### src/rtl/fc_write_sequencer.sv
`default_nettype none
// ============================================================================
// Module   : fc_write_sequencer
// Brief    : FCWRTEN latch, gap, then full-chain FC shift closed by WRTFC.
//            Optional FC_START_ON_RESET_EN: auto-write FC_DEFAULT after reset.
// Revision : 1.0
// ============================================================================
module fc_write_sequencer #(
    parameter int                 FC_BITS     = 48,
    parameter int                 NB_DRIVERS  = 2,
    parameter int                 SCLK_DIV    = 2,
    parameter int                 FCWRTEN_LAT = 15,
    parameter int                 WRTFC_LAT   = 5,
    parameter logic [FC_BITS-1:0] FC_DEFAULT  = '0
) (
    input  logic               clk,
    input  logic               rst,      // asynchronous, active-low
    input  logic               start,
    input  logic [FC_BITS-1:0] fc_data,
    output logic               busy,
    output logic               done,
    output logic               FC_en,
    output logic               fc_SCLK,
    output logic               fc_SIN,
    output logic               fc_LAT
);

    localparam int c_N    = FC_BITS * NB_DRIVERS;
    localparam int c_PMAX = (FCWRTEN_LAT > c_N) ? FCWRTEN_LAT : c_N;
    localparam int c_PW   = $clog2(c_PMAX + 1);
    localparam int c_DW   = (SCLK_DIV > 1) ? $clog2(SCLK_DIV) : 1;
    localparam int c_BW   = (FC_BITS > 1) ? $clog2(FC_BITS) : 1;

    localparam logic [c_DW-1:0] c_DIV_LAST   = c_DW'(SCLK_DIV - 1);
    localparam logic [c_PW-1:0] c_FCW_LAST   = c_PW'(FCWRTEN_LAT - 1);
    localparam logic [c_PW-1:0] c_SHIFT_LAST = c_PW'(c_N - 1);
    localparam logic [c_PW-1:0] c_LAT_PREV   = c_PW'(c_N - WRTFC_LAT - 1);
    localparam logic [c_BW-1:0] c_BIT_LAST   = c_BW'(FC_BITS - 1);

    typedef enum logic [2:0] {
        S_IDLE    = 3'd0,
        S_FCWRTEN = 3'd1,
        S_GAP     = 3'd2,
        S_SHIFT   = 3'd3,
        S_DONE    = 3'd4
    } state_t;

    state_t             r_state;
    logic [c_DW-1:0]    r_div;
    logic [c_PW-1:0]    r_per;
    logic [c_BW-1:0]    r_bit;
    logic [FC_BITS-1:0] r_shift;
    logic [FC_BITS-1:0] r_word;
    logic               r_busy;
    logic               r_done;
    logic               r_sclk;
    logic               r_sin;
    logic               r_lat;

    logic               w_start;
    logic [FC_BITS-1:0] w_load;

`ifdef FC_START_ON_RESET_EN
    // Set while in reset, so the first edge after release acts as a start.
    logic r_auto;

    always_ff @(posedge clk or negedge rst) begin
        if (!rst) r_auto <= 1'b1;
        else      r_auto <= 1'b0;
    end

    assign w_start = start | r_auto;
    assign w_load  = r_auto ? FC_DEFAULT : fc_data;
`else
    logic w_unused_fc_default;
    assign w_unused_fc_default = ^FC_DEFAULT;
    assign w_start = start;
    assign w_load  = fc_data;
`endif

    always_ff @(posedge clk or negedge rst) begin
        if (!rst) begin
            r_state <= S_IDLE;
            r_div   <= '0;
            r_per   <= '0;
            r_bit   <= '0;
            r_shift <= '0;
            r_word  <= '0;
            r_busy  <= 1'b0;
            r_done  <= 1'b0;
            r_sclk  <= 1'b0;
            r_sin   <= 1'b0;
            r_lat   <= 1'b0;
        end else begin
            case (r_state)
                S_IDLE: begin
                    if (w_start) begin
                        r_state <= S_FCWRTEN;
                        r_shift <= w_load;
                        r_word  <= w_load;
                        r_busy  <= 1'b1;
                        r_div   <= '0;
                        r_per   <= '0;
                        r_bit   <= '0;
                        r_sclk  <= 1'b0;
                        r_sin   <= 1'b0;
                        r_lat   <= 1'b1;
                    end
                end
                S_FCWRTEN, S_GAP, S_SHIFT: begin
                    if (r_div != c_DIV_LAST) begin
                        r_div <= r_div + 1'b1;
                    end else if (!r_sclk) begin
                        r_div  <= '0;
                        r_sclk <= 1'b1;
                    end else begin
                        // End of an SCLK period: SIN/LAT for the next one are set here.
                        r_div  <= '0;
                        r_sclk <= 1'b0;
                        case (r_state)
                            S_FCWRTEN: begin
                                if (r_per == c_FCW_LAST) begin
                                    r_state <= S_GAP;
                                    r_per   <= '0;
                                    r_lat   <= 1'b0;
                                end else begin
                                    r_per <= r_per + 1'b1;
                                end
                            end
                            S_GAP: begin
                                r_state <= S_SHIFT;
                                r_per   <= '0;
                                r_bit   <= '0;
                                r_sin   <= r_shift[FC_BITS-1];
                                r_lat   <= 1'b0;
                            end
                            default: begin
                                if (r_per == c_SHIFT_LAST) begin
                                    r_state <= S_DONE;
                                    r_per   <= '0;
                                    r_sin   <= 1'b0;
                                    r_lat   <= 1'b0;
                                    r_done  <= 1'b1;
                                end else begin
                                    r_per <= r_per + 1'b1;
                                    r_lat <= (r_per >= c_LAT_PREV);
                                    if (r_bit == c_BIT_LAST) begin
                                        r_bit   <= '0;
                                        r_shift <= r_word;
                                        r_sin   <= r_word[FC_BITS-1];
                                    end else begin
                                        r_bit   <= r_bit + 1'b1;
                                        r_shift <= {r_shift[FC_BITS-2:0], 1'b0};
                                        r_sin   <= r_shift[FC_BITS-2];
                                    end
                                end
                            end
                        endcase
                    end
                end
                S_DONE: begin
                    r_state <= S_IDLE;
                    r_busy  <= 1'b0;
                    r_done  <= 1'b0;
                end
                default: begin
                    r_state <= S_IDLE;
                    r_busy  <= 1'b0;
                    r_done  <= 1'b0;
                    r_sclk  <= 1'b0;
                    r_sin   <= 1'b0;
                    r_lat   <= 1'b0;
                end
            endcase
        end
    end

    assign busy    = r_busy;
    assign FC_en   = r_busy;
    assign done    = r_done;
    assign fc_SCLK = r_sclk;
    assign fc_SIN  = r_sin;
    assign fc_LAT  = r_lat;

endmodule
`default_nettype wire
### config.mk
export PLATFORM = sky130hd
export DESIGN_NAME = fc_write_sequencer
export DESIGN_NICKNAME = d
export VERILOG_FILES = /design/src/rtl/fc_write_sequencer.sv
export SDC_FILE = /design/constraint.sdc
export NUM_CORES = 1
export LEC_CHECK = 0
export CAP_MARGIN = 20
export CORE_AREA = 2 2 119 121
export DETAILED_ROUTE_END_ITERATION = 8
export DIE_AREA = 0 0 121 123
export SLEW_MARGIN = 15
export SYNTH_ARGS = -nofsm -noshare
export SYNTH_HDL_FRONTEND = slang
export SYNTH_SLANG_ARGS = --single-unit
### constraint.sdc
create_clock -name clk -period 4 [get_ports clk]
set_clock_uncertainty 0.15 [all_clocks]
set_input_delay 0.6 -clock clk [delete_from_list [all_inputs] [get_ports clk]]
set_output_delay 0.6 -clock clk [all_outputs]
set_load 0.02 [all_outputs]
==> run_results.csv <==
group,metric,value,unit
outcome,status,"complete, no violations",
place,dpl_cell_area,0.00663,sq mm
global_routing,grt_use_met2,0.340,
global_routing,globalRouteTotalUtil,0.199,
setup_path,worst-path-stages,5,
floorplanning,die_y,123,microns
run,cap_violations,0,
timing,maxSlewViolCount,0,
setup_path,crit_slowest_cell,"nand3_2",
place,place_hpwl,8.17,mm
power,p_leak,2.93,nW
cts,clk_path_buf_depth,2,
global_routing,grt_antenna_before_repair,0,
synthesis,synthDistinctLibCells,49,
synthesis,netlist.area_leader.share,0.494,
synthesis,syn_nets,627,
setup_path,worstSetupPathType,"register to register",
place,gp_congestion,0.810,
cells_and_area,layout_commonest_cell,"dfrtp_1",
cts,h-tree-depth,4,
route,via_count,4618,
floorplanning,initial_core_util,0.439,
setup_path,required,4.15,ns
cells_and_area,fin_nets,659,
route,route.detailed.drc,0,
timing,fin_tns_setup,0,ns
setup_path,end_kind,"register",
floorplanning,die-area,0.0149,sq mm
worst_hold_path,hp-class,"input pin to async pin",
setup_path,worstPathBufferInverterCount,0,
synthesis,synth_edf_count,0,
cells_and_area,fillers,1214,
cells_and_area,drive_above_1_share,0.198,
setup_path,max_stage_delay,0.70,ns
floorplanning,core-area,0.0136,sq mm
setup_path,crit_fanout,49,
global_routing,gr-usage-met3,0.0438,
synthesis,synth-compound-area-share,0.156,
cells_and_area,final_cell_mix,"118 x dfrtp_1, 76 x mux2_2, 60 x o21ai_0, 56 x nand3_1, 55 x clkdlybuf4s50_1",
power,power_density,405,mW/mm^2
global_routing,grt_pass1_vias,4843,
timing,relSlewSlack,0.291,
synthesis,synth.cell_area,0.00598,sq mm
setup_path,r2r.worst_path.cells,5,
cells_and_area,regArea,0.00295,sq mm
synthesis,postSynthAreaPerCell,10.4,sq um
setup_path,setup.worst_path.start_class,"register",
cts,cts_hold_buffers,0,
global_routing,grt_max_degree,79,
route,avgViaCountPerCell,5.79,
timing,fin_crit_sh,0.639,
place,portBuffers,56,
cts,root_buffer,"clkbuf_16",
timing,rsz0062_at_grt,"no",
timing,hold_viol,0,
route,routed_wl,13.5,mm
synthesis,synth_top_family_by_area,"multiplexers",
global_routing,grt_pass1_wl,23.4,mm
timing,setup_viol,0,
setup_path,path_cells,"ha_1 -> nand3_2 -> o21ai_0 -> a31oi_1 -> mux2_2",
floorplanning,die_w,121,microns
cells_and_area,final_core_util,0.530,
global_routing,overflow,0,
synthesis,synthAdderAreaFrac,0.00628,
synthesis,synth_mux_area_frac,0.184,
floorplanning,ios,57,
route,firstDrtPassIters,5,
timing,max_clock_freq,391,MHz
synthesis,yosys.area.top_type,"dfrtp_1",
cts,cts_buffers,17,
route,antenna_left,0,
cells_and_area,diodes,0,
timing,worst_pin_slew,1.06,ns
synthesis,ys_warn_count,0,
cells_and_area,multi_input_area,0.00280,sq mm
synthesis,synthTopCellsByArea,"dfrtp_1 49%, mux2_2 14%, a31oi_1 5.5%, o21ai_0 5.0%, nand3_1 4.8%",
synthesis,ys_seq_elements,118,
global_routing,use_met1,0.246,
cts,post_cts_buffers,0,
synthesis,synthSimpleGateAreaFrac,0.116,
floorplanning,std_cell_rows,43,
setup_path,worstPathArrival,2.71,ns
cells_and_area,area.growth.synth_to_final,20.7,%
synthesis,yosys.area_share.xor_xnor,0,
route,drt_iter0_markers,245,
cts,clkSinkCount,118,
synthesis,synthCells,573,
cells_and_area,stdcell_area,0.00721,sq mm
cts,cts_resized,0,
synthesis,postSynth.asyncResetShare,1.00,
setup_path,cp_top_family,"simple AND/OR/NAND/NOR gates",
timing,period_minus_slack,2.56,ns
route,wl_per_cell,17.0,microns
power,vdd_ir_drop_max,276,uV
global_routing,busiest_layer,"met2",
cts,clkTransAtPathRegs,0.05,ns
cts,clkLatencyLatePin,0.42,ns
cts,cts_tree,"yes",
synthesis,synth_top_flop_cell,"dfrtp_1",
synthesis,ys_seq_area_frac,0.494,
-- stage by stage --
step / setup WS (ns) / cells / hold WS (ns) / power [mW]
after floorplan: 1.81 / 573 / 0.154 / 1.35
after global placement: 1.08 / 766 / 0.311 / 1.44
after detailed placement: 1.03 / 766 / 0.319 / 1.45
after CTS: 1.39 / 797 / 0.235 / 2.96
after global routing: 1.20 / 797 / 0.281 / 3.03
final: 1.44 / 797 / 0.175 / 2.92
-- worst paths after layout --
path                                          from                      end  slack [ns]
setup / recovery              r_bit[0]$_DFFE_PN0P_  r_shift[47]$_DFFE_PN0P_        1.44
hold / removal                                 rst    r_word[4]$_DFFE_PN0P_        0.17
setup reg to reg              r_bit[0]$_DFFE_PN0P_  r_shift[47]$_DFFE_PN0P_        1.44
hold reg to reg            r_shift[29]$_DFFE_PN0P_  r_shift[29]$_DFFE_PN0P_        0.33
max in group asynchronous                      rst   r_word[27]$_DFFE_PN0P_        2.61
min in group clk           r_shift[29]$_DFFE_PN0P_  r_shift[29]$_DFFE_PN0P_        0.33
-- metal layers --
metal  wire [microns]  part of all wire
met2             6560              0.48
met1             6100              0.45
met5                0                 0
met3              653             0.048
met4              215             0.016
-- Yosys cell counts, drive strengths merged (2+ instances only) --
cell / number
dfrtp: 118
mux2: 96
o21ai: 60
nand3: 57
a31oi: 53
nor2: 52
clkbuf: 31
buf: 20
a21oi: 12
nand2: 11
inv: 6
a21o: 5
and3: 4
a32o: 3
ha: 3
o211ai: 3
or3: 3
a22o: 2
mux2i: 2
nand2b: 2
nand3b: 2
nand4: 2
nor2b: 2
nor3: 2
o22ai: 2
o31a: 2
-- kinds of logic (layout without fill, tap and decap cells) --
kind of cell | Yosys count | count (layout)
mux | 98 | 98
simple gates | 144 | 144
buf+inv | 57 | 101
flops | 118 | 118
compound gates | 153 | 153
fa+ha+maj | 3 | 3
-- power breakdown --
group / internal, mW / switching [mW] / total [mW]
Combinational: 0.0947 / 0.0636 / 0.158
Clock: 0.972 / 0.526 / 1.50
Sequential: 1.24 / 0.0238 / 1.27
-- worst register-to-register path: cells and delay by family, from the launching register on --
kind / cells / cell delay (ns)
multiplexers: 1 / 0.27
AO/OA/AOI/OAI: 2 / 0.64
adder cells (fa/ha/maj): 1 / 0.26
AND/OR/NAND/NOR: 1 / 0.70
flip-flops: 1 / 0.42
-- cell type report --
class | instances | area share
clock buffer | 22 | 0.0671
clock inverter | 9 | 0.0139
inverter | 6 | 0.00312
multi-input combinational | 398 | 0.388
sequential | 118 | 0.409
tap | 180 | 0.0312
timing repair buffer | 64 | 0.0874
-- sequential cells by signal, indices dropped and copies added, names as in the netlist --
name	count
r_shift	48
r_word	48
r_per	7
r_bit	6
r_state	3
FC_en	1
done	1
fc_LAT	1
fc_SCLK	1
fc_SIN	1
r_div	1
(Power assumes the default switching activity.)
